$ cat src/rtl/fb_pkg.sv
// Shared screen geometry, coordinate widths and scheduler state encoding.
package fb_pkg;

    localparam int SCREEN_W = 640;
    localparam int SCREEN_H = 480;
    localparam int X_W      = 10;
    localparam int Y_W      = 9;

    typedef enum logic [1:0] {
        ARB        = 2'd0,
        CLEAR_WAIT = 2'd1,
        CLEAR      = 2'd2
    } fb_state_t;

endpackage

$ cat src/rtl/rr_arbiter.sv
// Round-robin picker: searches upward from the last-granted index + 1
// (wrapping) and returns a one-hot grant, or zero when nobody requests.
module rr_arbiter #(
    parameter int NUM_REQ = 2,
    parameter int PTR_W   = (NUM_REQ > 1) ? $clog2(NUM_REQ) : 1
) (
    input  logic [NUM_REQ-1:0] req,
    input  logic [PTR_W-1:0]   last,
    output logic [NUM_REQ-1:0] grant
);

    logic [PTR_W-1:0] idx;
    logic             found;

    // first requester at or after last+1 wins
    always_comb begin
        grant = '0;
        found = 1'b0;
        idx   = '0;
        for (int off = 1; off <= NUM_REQ; off++) begin
            idx = PTR_W'((int'(last) + off) % NUM_REQ);
            if (!found && req[idx]) begin
                grant[idx] = 1'b1;
                found      = 1'b1;
            end
        end
    end

endmodule

$ cat src/rtl/fb_write_scheduler.sv
// Framebuffer write scheduler: round-robin arbitration of pixel-draw
// clients onto one registered write port, plus a frame-aligned full-screen
// clear sweep that pre-empts the clients.
module fb_write_scheduler #(
    parameter int NUM_REQ  = 2,
    parameter int SCREEN_W = fb_pkg::SCREEN_W,
    parameter int SCREEN_H = fb_pkg::SCREEN_H
) (
    input  logic                            clk,
    input  logic                            reset_n,
    input  logic                            frame_start,
    input  logic                            clear_req,
    input  logic [NUM_REQ-1:0]              req,
    input  logic [NUM_REQ*fb_pkg::X_W-1:0]  req_x,
    input  logic [NUM_REQ*fb_pkg::Y_W-1:0]  req_y,
    input  logic [NUM_REQ-1:0]              req_color,
    output logic [NUM_REQ-1:0]              gnt,
    output logic                            clear_busy,
    output logic [fb_pkg::X_W-1:0]          x,
    output logic [fb_pkg::Y_W-1:0]          y,
    output logic                            pixel_color,
    output logic                            pixel_write
);

    import fb_pkg::*;

    localparam int               PTR_W   = (NUM_REQ > 1) ? $clog2(NUM_REQ) : 1;
    localparam logic [X_W-1:0]   X_LIM   = X_W'(SCREEN_W);
    localparam logic [Y_W-1:0]   Y_LIM   = Y_W'(SCREEN_H);
    localparam logic [X_W-1:0]   X_LAST  = X_W'(SCREEN_W - 1);
    localparam logic [Y_W-1:0]   Y_LAST  = Y_W'(SCREEN_H - 1);
    localparam logic [PTR_W-1:0] PTR_RST = PTR_W'(NUM_REQ - 1);

    fb_state_t          state, state_nxt;
    logic [PTR_W-1:0]   last_gnt, gnt_idx;
    logic [NUM_REQ-1:0] arb_gnt;
    logic [X_W-1:0]     cx, sel_x;
    logic [Y_W-1:0]     cy, sel_y;
    logic               sel_c;
    logic               sweep_done;
    logic               in_range;

    rr_arbiter #(
        .NUM_REQ (NUM_REQ),
        .PTR_W   (PTR_W)
    ) u_arb (
        .req   (req),
        .last  (last_gnt),
        .grant (arb_gnt)
    );

    assign sweep_done = (cx == X_LAST) && (cy == Y_LAST);
    assign clear_busy = (state != ARB);
    assign in_range   = (sel_x < X_LIM) && (sel_y < Y_LIM);

    // state register
    always_ff @(posedge clk or negedge reset_n) begin
        if (!reset_n) state <= ARB;
        else          state <= state_nxt;
    end

    // next state; clients only see grants in ARB and lose to a clear request.
    // A clear arriving with frame_start lands in CLEAR_WAIT, which only
    // looks at frame_start from the following cycle, so it waits a frame.
    always_comb begin
        state_nxt = state;
        gnt       = '0;
        case (state)
            ARB: begin
                if (clear_req) state_nxt = CLEAR_WAIT;
                else           gnt       = arb_gnt;
            end
            CLEAR_WAIT: if (frame_start) state_nxt = CLEAR;
            CLEAR:      if (sweep_done)  state_nxt = ARB;
            default:    state_nxt = ARB;
        endcase
        if (!reset_n) gnt = '0;
    end

    // route the granted client's pixel
    always_comb begin
        sel_x   = '0;
        sel_y   = '0;
        sel_c   = 1'b0;
        gnt_idx = '0;
        for (int i = 0; i < NUM_REQ; i++) begin
            if (gnt[i]) begin
                sel_x   = req_x[i*X_W +: X_W];
                sel_y   = req_y[i*Y_W +: Y_W];
                sel_c   = req_color[i];
                gnt_idx = PTR_W'(i);
            end
        end
    end

    // round-robin pointer, only moved by real grants (clears leave it alone)
    always_ff @(posedge clk or negedge reset_n) begin
        if (!reset_n)  last_gnt <= PTR_RST;
        else if (|gnt) last_gnt <= gnt_idx;
    end

    // raster sweep counters; they wrap to 0 after the final pixel so the
    // next clear starts at the origin
    always_ff @(posedge clk or negedge reset_n) begin
        if (!reset_n) begin
            cx <= '0;
            cy <= '0;
        end else if (state == CLEAR) begin
            if (cx == X_LAST) begin
                cx <= '0;
                cy <= (cy == Y_LAST) ? '0 : cy + 1'b1;
            end else begin
                cx <= cx + 1'b1;
            end
        end
    end

    // registered write port; off-screen client pixels are consumed silently
    always_ff @(posedge clk or negedge reset_n) begin
        if (!reset_n) begin
            x           <= '0;
            y           <= '0;
            pixel_color <= 1'b0;
            pixel_write <= 1'b0;
        end else begin
            pixel_write <= 1'b0;
            if (state == CLEAR) begin
                x           <= cx;
                y           <= cy;
                pixel_color <= 1'b0;
                pixel_write <= 1'b1;
            end else if ((|gnt) && in_range) begin
                x           <= sel_x;
                y           <= sel_y;
                pixel_color <= sel_c;
                pixel_write <= 1'b1;
            end
        end
    end

endmodule

$ cat config.mk
export PLATFORM = sky130hd
export DESIGN_NAME = fb_write_scheduler
export DESIGN_NICKNAME = d
export VERILOG_FILES = /design/src/rtl/fb_pkg.sv /design/src/rtl/rr_arbiter.sv /design/src/rtl/fb_write_scheduler.sv
export SDC_FILE = /design/constraint.sdc
export NUM_CORES = 1
export LEC_CHECK = 0
export CORE_MARGIN = 1.5
export CORE_UTILIZATION = 41
export CTS_BUF_LIST = sky130_fd_sc_hd__clkbuf_4 sky130_fd_sc_hd__clkbuf_8 sky130_fd_sc_hd__clkbuf_16
export DETAILED_ROUTE_END_ITERATION = 7
export DONT_BUFFER_PORTS = 1
export GPL_ROUTABILITY_DRIVEN = 1
export PLACE_DENSITY = 0.65
export SLEW_MARGIN = 40
export SYNTH_ARGS = -nofsm -noshare
export SYNTH_HDL_FRONTEND = slang
export SYNTH_HIERARCHICAL = 1
export SYNTH_SLANG_ARGS = --single-unit
$ cat constraint.sdc
create_clock -name clk -period 3.95 [get_ports clk]
set_input_delay 0.9875 -clock clk [delete_from_list [all_inputs] [get_ports clk]]
set_output_delay 0.9875 -clock clk [all_outputs]
set_load 0.02 [all_outputs]
# --- After elaboration in Yosys (flattened, before gate mapping) ---
# Cells that the tools add are included.
totals:
  out_inout_bits: 24
  memories: 0
  latchBits: 0
  ram_bits: 0
  in_bits: 46
  ff_bits: 43
  rom_bits: 0
classes:
  eq_ne: 7
  reduce_logical: 13
  order_cmp: 6
  mul: 0
  bitwise: 1
  add_sub_neg: 4
  shift: 0
  div: 0
  mux: 35
ops:
  columns: ["op", "count"]
  rows:
  - ["$mux 10", 5]
  - ["$mux 9", 5]
  - ["$mux 2", 8]
  - ["$mux 1", 14]
  - ["$add 10x1->10 const B", 1]
  - ["$eq 10x10->1 const B", 1]
  - ["$lt 10x10->1 const B", 1]
  - ["$add 9x1->9 const B", 1]
  - ["$eq 9x9->1 const B", 1]
  - ["$lt 9x9->1 const B", 1]
  - ["$logic_and 1x1->1", 6]
  - ["$ne 2x2->1 const B", 3]
  - ["$pmux 2 s3", 1]
  - ["$lt 1x2->1 const B", 2]
  - ["$reduce_bool 2->1", 2]
  - ["$reduce_and 3->1", 1]
  - ["$add 1x1->1 const B", 2]
  - ["$demux 1 s1", 2]
  - ["$eq 2x1->1 const B", 1]
  - ["$eq 2x2->1 const B", 1]
  - ["$ge 1x1->1 const B", 2]
  - ["$logic_not 2->1", 1]
  - ["$or 2x2->2", 1]
  - ["$reduce_and 2->1", 1]
  - ["2 further kinds", 2]

# --- Depth between registers and ports, before layout ---
depth:
  word_depth: 18
  depth_mapped: 8

# --- Hierarchy ---
# Netlist, hierarchy kept.
by_module_without_submodules:
  columns: ["module", "area_per_inst_um2", "n_inst", "cells_each"]
  rows:
  - ["fb_write_scheduler", 2392.3, 1, 245]
  - ["rr_arbiter", 18.8, 1, 3]

# --- Worst setup path before layout ---
# Ideal clock, no wire load.
synth_timing:
  path_kind: "input -> output"
  startpoint: "input port req[1]"
  endpoint: "output port gnt[1]"
  path_stages: 5
  path_buffers: 2
  arrival_time_ns: 1.954
  setup_slack_ns: 1.008
  path_cell_list: "a21boi_0 -> clkbuf_1 -> nand2_1 -> inv_1 -> buf_4"
synth_via:
  elab_chain_cells: 9
  elab_cells_between_ends: 13
synth_lines:
  columns: ["element", "line", "source"]
  rows:
  - ["start, declared", "fb_write_scheduler.sv:13", "input logic [NUM_REQ-1:0] req,"]
  - ["$mux 1 (implied by the code) (2 in a row)", "rr_arbiter.sv:22", "if (!found && req[idx]) begin"]
  - ["$mux 1", "rr_arbiter.sv:22", null]
  - ["$logic_not 1->1", "rr_arbiter.sv:22", null]
  - ["$logic_and 1x1->1", "rr_arbiter.sv:22", null]
  - ["$mux 2 *", "rr_arbiter.sv:22", null]
  - ["$mux 2 *", "fb_write_scheduler.sv:70", "if (clear_req) state_nxt = CLEAR_WAIT;"]
  - ["$mux 2 *", "fb_write_scheduler.sv:68", "case (state)"]
  - ["$mux 2 *", "fb_write_scheduler.sv:77", "if (!reset_n) gnt = '0;"]
  - ["end, declared", "fb_write_scheduler.sv:17", "output logic [NUM_REQ-1:0] gnt,"]
# Mark *: on every way between the ends. The rest lies on a longest branch, timed or not. The select of a mux whose other input is x is not followed.

# --- Worst setup path in the final report ---
layout_timing:
  startpoint: "input port clear_req"
  endpoint: "output port gnt[0]"
layout_via:
  elab_chain_cells: 3
layout_lines:
  columns: ["element", "line", "source"]
  rows:
  - ["start, declared", "fb_write_scheduler.sv:12", "input logic clear_req,"]
  - ["$mux 2", "fb_write_scheduler.sv:70", null]
  - ["$mux 2", "fb_write_scheduler.sv:68", null]
  - ["$mux 2", "fb_write_scheduler.sv:77", null]
# Every way passes these cells.

==> metrics <==
outcome=completed; Final #Nets=297; DR vias/cell=5.95; pwr/cell area=601 mW/mm^2; period utilization=75.2%; WP data required=2960 ps; simple logic cell fraction of the synthesized area=20.7%; Die ar.=0.00635 mm^2; CP cell instances=nor4b_4 > buf_4 > and2_1; Syn Nets=296; clock skew=12.1 ps; wl on met1=roughly 2600 um; multi-input logic area=0.00120 mm^2; Die Span X=79.7 um; Slowest cell on crit path=nor4b_4; row cnt=27; placed insts=approximately 310; router iterations before antenna repair=4; largest cells by area after synthesis=dfrtp_1, a22oi_1, o221ai_1; vias in the first global route=between 1500 and 2000; number of max-cap violations=0; Post-DRT Antenna Nets=0; pin count of the biggest net entering global routing=45; Max Transition Viols Final=0; Yosys reg bits=43; post-synthesis cell area=0.00241 mm^2; Post-CTS Hold Buffers=0; top cell type's share of synthesized area=43.6%; critical path's top delay family=simple AND/OR/NAND/NOR gates; fill cell count=560; peak supply drop=260 uV; Synth Area in Compound Gates=22.5%; worst hold margin=377 ps; initial antenna violation count=0; DP HPWL=4180 um; syn_area_per_cell=9.72 um^2; gpl congestion=0.827; Clock Latency Late Sink=~300 ps; FFs w/ async S/R, synth=100%; Synth Warn #=6; # DRC=0; Rel. slew slack=57.5%; minimum clock period=slightly below 3000 ps; Resize count post-CTS=0; setup violators final=0; detailed-route wire length=5760 um; RSZ-0062 raised after global routing=false; # IOs=70; clk root buf=clkbuf_8; average routed wire per standard cell=17.9 um; worst stage delay on the critical path=460 ps; first-pass GRT wire length=around 9400 um; post-synthesis sequential area ratio=between 40% and 50%; Core ar.=0.00557 mm^2; Buffers on Ports=0; mux cell area share after synthesis=2.23%; static leakage=1.08 nW; worst-path maximum fanout=9; Tightest Pin Transition=632 ps; largest family of logic cells by synthesized area=compound AO/OA/AOI/OAI gates; Clock Pin Slew Worst Setup and Hold Paths=~90 ps; Final WS setup=between 900 and 1000 ps; top sig layer=met4; H-tree levels=2; XOR/XNOR Fraction of Synth Area=3.27%; worst slack at placement=978 ps; number of buffer and inverter stages on the critical path=1; met3 wire len=336 um; synth unique cells=52; setup total negative slack=0 ps; WS Path Type=in -> out; R2R setup slack=1580 ps; register area=0.00108 mm^2; GRT Residual Overflow=0; Finished Layout Cells=322; CP endpoint kind=output pin; Worst EP arrival=1980 ps; # diodes=0; met2 wire length=~2800 um; share of cells above drive strength 1=12.8%; DR iter-0 viols=roughly 180; Synth Flop Type=dfrtp_1; Critical Path Source Type=input port; total track usage=19.2%; Syn Inst Count=248; Post-synth EDFFs=0; initial core utilization=43.3%; Layout area overhead=8.04%; postcts setup bufs=0; Max Root-Sink Buffers=2; Synth Area in Adders=under 10%; Hold Vio Cnt, Final=0; max frequency=0.337 GHz; Synth area leader=dfrtp_1; Num CTS Buffers=5; Hold Crit Class=in -> async; vias=1915; CTS tree=yes; Die Y=79.7 um; CTS Sinks=43
[power by group]
part / internal [mW] / leakage (nW) / total [mW] / switching (mW)
logic: 0.176 / 0.458 / 0.423 / 0.246
clock network: 0.205 / 0.0612 / 0.357 / 0.152
registers: 0.564 / 0.565 / 0.787 / 0.223
[path summary, 6_finish.rpt]
check,startpoint,endpoint,cells past startpoint
max reg2reg,last_gnt,y[5],7
min,reset_n,cx[3],0
min in group clk,cy[7],cy[7],1
max,clear_req,gnt[0],3
min reg2reg,cy[7],cy[7],1
max in group asynchronous,reset_n,last_gnt,0
[kinds of logic after synthesis]
logic type                 Yosys count
AOI/OAI and AO/OA                   68
xor gates and xnor gates             9
adders and majority gates            2
buffers and inverters               32
DFF                                 43
muxes                                5
and+or+nand+nor                     89
[cells in the mapped netlist (2+ instances only)]
cell type  number
nor3_1          6
ha_1            2
a31oi_1         2
buf_4           2
xor2_1          2
inv_1          20
a21boi_0        2
a32o_1          5
nor2b_1         3
a22oi_1        14
clkbuf_1        4
dfrtp_1        42
nand3_1         8
o22a_1          2
nand3b_1        2
mux2i_1         2
o221ai_1       11
xnor2_1         7
nor2_1         20
and2_1          2
a21oi_1         8
a21o_1          2
mux2_2          3
a221oi_1        2
or4_1           2
or2_2           4
nand2_1        24
o22ai_1         3
nand2b_1        4
o21ai_0         7
buf_2           5
nand4_1         6
[routing by layer]
layer / global-route usage, % / vias up
met1: 24.4 / 930
met5: 0 / -
li1: - / 920
met3: 4.91 / 8
met4: 6.67 / 0
met2: 31.4 / 57
[stage by stage]
stage	power (mW)	utilization, %	cell area (um^2)
4_1_cts	1.58	46.6	2600
2_1_floorplan	1.11	-	2410
3_5_place_dp	1.22	44.5	2480
6_report	1.57	46.7	2610
3_3_place_gp	1.21	44.5	2480
5_1_grt	1.67	46.7	2610
[cells in the final DEF (no fill, tap or decap), types with 2 or more instances in the layout]
cell type	count
nor2b_1	3
or4_1	2
o22a_1	2
nand3_1	8
xnor2_1	7
nand2b_1	4
nand3b_1	2
a21o_1	2
mux2i_1	2
buf_4	5
o221ai_1	11
xor2_1	2
a21oi_1	8
clkbuf_8	6
and2_1	2
or2_2	4
a22oi_1	14
nand4_1	6
clkinv_2	2
o21ai_0	7
mux2_2	3
nor3_1	6
inv_1	20
nor2_1	20
nand2_1	24
a221oi_1	2
a32o_1	5
a31oi_1	2
dfrtp_1	42
ha_1	2
o22ai_1	3
[registers in the layout, summed over array words and instances (netlist names)]
register / cells
pixel_write: 1
cx: 10
last_gnt: 1
pixel_color: 1
y: 9
x: 10
cy: 9
state: 2
[layout make-up]
| type | instances | area share [%] |
|---|---|---|
| Inverter | 21 | 3.07 |
| Clock buffer | 6 | 3.17 |
| Multi-Input combinational cell | 173 | 46.2 |
| Clock inverter | 2 | 1.34 |
| Sequential cell | 43 | 41.4 |
| Timing Repair Buffer | 5 | 1.44 |
| Tap cell | 72 | 3.46 |
(Power assumes the default switching activity.)
